File: src/rtl/novelty_pkg.sv
// Shared types and constants for the novelty accelerator report path.
// Holds the record layout, frame constants, FSM encoding and the frame byte mux.
package novelty_pkg;
  localparam logic [7:0] SYNC_BYTE = 8'hA5;
  localparam int FRAME_LEN = 7;
  localparam int ADDR_W    = 4;
  localparam int ENERGY_W  = 16;
  localparam int WEIGHT_W  = 8;

  typedef enum logic [2:0] {IDLE, LOAD, START, DATA, STOP} tx_state_t;

  typedef struct packed {
    logic                novel;
    logic [ADDR_W-1:0]   addr;
    logic [ENERGY_W-1:0] energy;
    logic [WEIGHT_W-1:0] weight;
  } rec_t;

  localparam int REC_W = $bits(rec_t);

  // Byte idx of the frame for record r; the last byte is the XOR of bytes 1..5.
  function automatic logic [7:0] frame_byte(input rec_t r, input logic [7:0] seq,
                                            input logic [2:0] idx);
    logic [7:0] hdr;
    logic [7:0] res;
    hdr = {r.novel, 3'b000, r.addr};
    case (idx)
      3'd0:    res = SYNC_BYTE;
      3'd1:    res = hdr;
      3'd2:    res = r.energy[15:8];
      3'd3:    res = r.energy[7:0];
      3'd4:    res = r.weight;
      3'd5:    res = seq;
      default: res = hdr ^ r.energy[15:8] ^ r.energy[7:0] ^ r.weight ^ seq;
    endcase
    return res;
  endfunction
endpackage

File: src/rtl/report_fifo.sv
// Synchronous record FIFO with full/empty flags; push and pop may share a cycle.
// Pointers carry one extra wrap bit so full and empty are distinguishable.
module report_fifo #(
  parameter int WIDTH = 8,
  parameter int DEPTH = 4
) (
  input  logic             clk,
  input  logic             reset,
  input  logic             push,
  input  logic [WIDTH-1:0] wdata,
  input  logic             pop,
  output logic [WIDTH-1:0] rdata,
  output logic             full,
  output logic             empty
);
  localparam int AW = $clog2(DEPTH);

  logic [WIDTH-1:0] mem [DEPTH];
  logic [AW:0]      wr_ptr, rd_ptr;
  logic             do_push, do_pop;

  assign do_push = push & ~full;
  assign do_pop  = pop & ~empty;
  assign empty   = (wr_ptr == rd_ptr);
  assign full    = (wr_ptr[AW] != rd_ptr[AW]) && (wr_ptr[AW-1:0] == rd_ptr[AW-1:0]);
  assign rdata   = mem[rd_ptr[AW-1:0]];

  always_ff @(posedge clk or posedge reset) begin
    if (reset) begin
      wr_ptr <= '0;
      rd_ptr <= '0;
    end else begin
      if (do_push) wr_ptr <= wr_ptr + 1'b1;
      if (do_pop)  rd_ptr <= rd_ptr + 1'b1;
    end
  end

  always_ff @(posedge clk) begin
    if (do_push) mem[wr_ptr[AW-1:0]] <= wdata;
  end
endmodule

File: src/rtl/novelty_report_tx.sv
// Host-bound return path: buffers inference results and sends each as a
// 7-byte framed packet (sync, header, energy, weight, seq, checksum) over 8N1 UART.
module novelty_report_tx
  import novelty_pkg::*;
#(
  parameter int CLK_FREQ   = 27000000,
  parameter int BAUD       = 115200,
  parameter int FIFO_DEPTH = 4
) (
  input  logic                clk,
  input  logic                reset,
  input  logic                rec_valid,
  output logic                rec_ready,
  input  logic [ADDR_W-1:0]   rec_addr,
  input  logic [ENERGY_W-1:0] rec_energy,
  input  logic [WEIGHT_W-1:0] rec_weight,
  input  logic                rec_novel,
  output logic                tx,
  output logic                busy
);
  localparam int WAIT = CLK_FREQ / BAUD;
  localparam int TW   = (WAIT > 1) ? $clog2(WAIT) : 1;

  tx_state_t       state;
  logic [TW-1:0]   timer;
  logic [2:0]      bit_idx;
  logic [2:0]      byte_idx;
  logic [7:0]      seq;
  rec_t            frame;
  rec_t            head;
  rec_t            in_rec;
  logic            full, empty, push, pop, bit_end;
  logic [7:0]      cur_byte;

  assign in_rec    = '{novel: rec_novel, addr: rec_addr, energy: rec_energy, weight: rec_weight};
  assign rec_ready = ~full;
  assign push      = rec_valid & ~full;
  assign pop       = (state == LOAD);
  assign busy      = (state != IDLE) || !empty;
  assign bit_end   = (timer == TW'(WAIT - 1));
  assign cur_byte  = frame_byte(frame, seq, byte_idx);

  report_fifo #(.WIDTH(REC_W), .DEPTH(FIFO_DEPTH)) u_fifo (
    .clk   (clk),
    .reset (reset),
    .push  (push),
    .wdata (in_rec),
    .pop   (pop),
    .rdata (head),
    .full  (full),
    .empty (empty)
  );

  // tx is registered and set on each state transition, so every line bit
  // lasts exactly WAIT cycles from the edge that entered its state.
  always_ff @(posedge clk or posedge reset) begin
    if (reset) begin
      state    <= IDLE;
      tx       <= 1'b1;
      timer    <= '0;
      bit_idx  <= '0;
      byte_idx <= '0;
      seq      <= '0;
      frame    <= '0;
    end else begin
      case (state)
        IDLE: begin
          tx <= 1'b1;
          if (!empty) state <= LOAD;
        end
        LOAD: begin
          frame    <= head;
          byte_idx <= '0;
          bit_idx  <= '0;
          timer    <= '0;
          tx       <= 1'b0;
          state    <= START;
        end
        START: begin
          if (bit_end) begin
            timer   <= '0;
            bit_idx <= '0;
            tx      <= cur_byte[0];
            state   <= DATA;
          end else begin
            timer <= timer + 1'b1;
          end
        end
        DATA: begin
          if (bit_end) begin
            timer <= '0;
            if (bit_idx == 3'd7) begin
              tx    <= 1'b1;
              state <= STOP;
            end else begin
              bit_idx <= bit_idx + 3'd1;
              tx      <= cur_byte[bit_idx + 3'd1];
            end
          end else begin
            timer <= timer + 1'b1;
          end
        end
        STOP: begin
          if (bit_end) begin
            timer <= '0;
            if (byte_idx != 3'(FRAME_LEN - 1)) begin
              byte_idx <= byte_idx + 3'd1;
              tx       <= 1'b0;
              state    <= START;
            end else begin
              // Frame complete: next frame follows directly if a record is waiting.
              seq   <= seq + 8'd1;
              state <= empty ? IDLE : LOAD;
            end
          end else begin
            timer <= timer + 1'b1;
          end
        end
        default: state <= IDLE;
      endcase
    end
  end
endmodule
File: config.mk
export PLATFORM = sky130hd
export DESIGN_NAME = novelty_report_tx
export DESIGN_NICKNAME = d
export VERILOG_FILES = /design/src/rtl/novelty_pkg.sv /design/src/rtl/report_fifo.sv /design/src/rtl/novelty_report_tx.sv
export SDC_FILE = /design/constraint.sdc
export NUM_CORES = 1
export LEC_CHECK = 0
export ABC_CLOCK_PERIOD_IN_PS = 2150
export BUFFER_PORTS_ARGS = -buffer_cell sky130_fd_sc_hd__buf_2
export CORE_MARGIN = 4
export CORE_UTILIZATION = 55
export CTS_CLUSTER_SIZE = 28
export DETAILED_ROUTE_END_ITERATION = 16
export GPL_TIMING_DRIVEN = 0
export PLACE_DENSITY = 0.72
export SLEW_MARGIN = 20
export SYNTH_ARGS = -nofsm -noshare
export SYNTH_HDL_FRONTEND = slang
export SYNTH_SLANG_ARGS = --single-unit
File: constraint.sdc
create_clock -name clk -period 2.15 [get_ports clk]
set_input_delay 0.43 -clock clk [delete_from_list [all_inputs] [get_ports clk]]
set_output_delay 0.43 -clock clk [all_outputs]
set_load 0.01 [all_outputs]
==> out/results.tsv <==
stage	metric	value	unit
synthesis	Yosys top cell area share	45.2	%
final_layout	# nets final	592	
floorplan	Die Ht	126	um
place	routability congestion estimate	0.877	
synthesis	top post-synthesis cells by area	edfxtp_1 (45%), dfrtp_1 (19%), mux4_2 (8.5%)	
synthesis	area leader, netlist	edfxtp_1	
pwr	maximum vdd drop	856	uV
synthesis	Synth Register Bits	177	
pwr	PwrDens	909	nW/um^2
route	Routed WL	15.0	mm
floorplan	Die Span X	126	um
timing	WHS	4.27	ps
grt	routing usage on met1	27.4	%
grt	GRT Overall Usage	19.9	%
route	Via density	5.88	
timing	Final Hold Viols	0	
synthesis	synth unique cells	53	
synthesis	Cell Area, Synth	7710	sq um
synthesis	Async S/R FF share, synth	34.5	%
floorplan	total die area	16000	sq um
timing	Final Critical Period	2110	ps
grt	number of global-route vias before repair	4447	
clocking	clock slew at reported path FFs	60	ps
route	First-pass DRT Iterations	4	
place	DP HPWL	10.3	mm
grt	initial antenna violation count	0	
clocking	clock latency on the worst-skew pair	420	ps
place	dpl ws	-442	ps
synthesis	Mean Syn Cell Area	15.9	sq um
clocking	CTS max path bufs	2	
clocking	CTS sink count	177	
timing	fin. max-slew vios	0	
grt	largest net degree at the start of global routing	33	
critical_path	Crit path required time	2490	ps
place	PortBufs	34	
synthesis	register area share after synthesis	65.0	%
final_layout	layout overhead on the synthesized area	15.3	%
final_layout	fraction of layout instances using a drive strength above 1	30.6	%
synthesis	synthesized instance count	486	
critical_path	crit end category	register	
run	maxcap violations	0	
route	wire length per cell	20.4	um
grt	grt peak-use layer	met2	
clocking	H-tree levels	4	
route	Via Count	4339	
floorplan	Initial Util	55.8	%
timing	final worst slack	42.7	ps
grt	met3 Track Usage GR	4.67	%
grt	first-pass GRT wire length	24.4	mm
critical_path	cells along the critical path	inv_1, ha_1, nand4_1, nor4_4, and2_4, nand3_2, nor2_1, xor2_1	
synthesis	Post-synth EDFFs	116	
floorplan	cell row count	43	
synthesis	ys flop type	edfxtp_1	
floorplan	Core ar.	13800	sq um
timing	fmax	0.475	GHz
timing	clock skew	5.79	ps
clocking	CTS root buf	clkbuf_16	
grt	met2 Use GR	31.8	%
critical_path	Worst R2R Path Depth	8	
route	DRT iter0 DRCs	331	
critical_path	Worst Setup Path Type	register to register	
final_layout	Non-Filler Instances	738	
route	post-route ant nets	0	
critical_path	crit path max fanout	5	
timing	RSZ-0062 raised after global routing	true	
synthesis	cell with the most instances after synthesis	edfxtp_1	
place	Placed Instances	705	
synthesis	top cells by count, synth	edfxtp_1 (116), dfrtp_1 (60), mux2_2 (33)	
clocking	cts bufs inserted	17	
timing	final worst-path cycle share	98.0	%
final_layout	# diodes	0	
route	Remaining DRCs	0	
floorplan	IO Count	35	
clocking	TritonCTS clock tree	built	
outcome	outcome	completed	
timing	Rel. slew slack	53.8	%
critical_path	startpoint types	register	
synthesis	Synthesized Nets	533	
critical_path	critical path's slowest cell	nor4_4	
synthesis	synth warn	0	
timing	Setup TNS Final	0	ps
grt	total gr overflow	0	
critical_path	critical path arrival	2450	ps
pwr	Lkg Pwr	0.00331	uW
critical_path	crit-path max cell delay	460	ps
timing	Least-Margin Pin Slew	692	ps
worst_hold_path	Hold WC Path Type	primary input to asynchronous set/reset pin	
timing	endpoints failing setup	0	
==> critical path: cells and delay by family, from the launching register on <==
kind                     cells  cell delay (ps)
buffers and inverters        1               80
flip-flops                   1              400
XOR/XNOR                     1              170
adder cells (fa/ha/maj)      1              140
AND/OR/NAND/NOR              5             1240
==> area by class of cell <==
cell class / instances / area (sq um)
buffer: 19 / 103
clock inverter: 11 / 115
sequential: 177 / 5010
timing repair buffer: 42 / 293
inverter: 9 / 36.3
clock buffer: 21 / 460
fill: 972 / 4930
tap: 180 / 225
multi-input combinational: 279 / 2650
==> per-stage QoR <==
step           cell area [sq um]  power, uW  utilization, %
4_1_cts                     8830       8170            63.9
2_1_floorplan               7710       4780               -
3_3_place_gp                8110       5050            58.6
6_report                    8890       8090            64.3
3_5_place_dp                8220       5190            59.4
5_1_grt                     8890       8450            64.3
==> cells in the final DEF, fill, tap and decap left out, drive strengths merged, types with 2 or more instances in the layout <==
cell type,count
edfxtp,116
dfrtp,60
buf,51
mux2,33
nand2,31
clkbuf,30
mux4,29
xnor2,18
nor2,17
xor2,16
a21oi,16
o21ai,15
ha,15
inv,15
o22ai,7
nand3,7
nor2b,6
and3,6
a22o,5
a221oi,5
a211oi,5
nand2b,4
xnor3,4
and2,4
nor3,4
a22oi,3
o31ai,3
clkinvlp,3
o41ai,2
a32o,2
or3b,2
nor4,2
o311ai,2
==> where the power goes <==
| part | internal (uW) | total [uW] | switching [uW] |
|---|---|---|---|
| combinational | 341 | 855 | 514 |
| sequential | 4140 | 4260 | 116 |
| clock | 1680 | 2980 | 1290 |
| total | 6170 | 8090 | 1920 |
==> path summary, 6_finish.rpt <==
path	start	endpoint	slack, ps
min	reset	u_fifo.wr_ptr[1]	4
max	timer[1]	seq[7]	40
max in group asynchronous	reset	tx	1580
min reg2reg	u_fifo.wr_ptr[2]	u_fifo.wr_ptr[2]	490
max reg2reg	timer[1]	seq[7]	40
min in group clk	rec_energy[2]	u_fifo.mem[3][10]	220
==> registers in the layout (all words and copies together) (netlist names) <==
| register | cells |
|---|---|
| timer | 8 |
| tx | 1 |
| state | 3 |
| u_fifo.mem | 116 |
| frame | 29 |
| seq | 8 |
| bit_idx | 3 |
| byte_idx | 3 |
| u_fifo.rd_ptr | 3 |
| u_fifo.wr_ptr | 3 |
==> what timing repair did <==
action | in CTS | in global routing
resized for setup | 16 | 17
pin swaps | 1 | 3
setup buffers | 1 | 2
hold buffers | 0 | 0
endpoints found under the setup margin | 15 | 14
==> layer usage <==
layer  up-vias  wire (um)
li1       1994          -
met1      2234       6570
met2        94       7620
met3        17        583
met4         0        269
met5         -          0
==> logic make-up after synthesis <==
logic type                 Yosys count  synth area share, %
xor gates and xnor gates            38                 5.03
DFF                                177                 65.0
AOI/OAI and AO/OA                   78                 7.01
buffers and inverters               30                 1.56
and+or+nand+nor                     86                 5.71
adders and majority gates           15                 2.43
muxes                               62                 13.3
No activity file was read; power rests on OpenSTA's default activity.
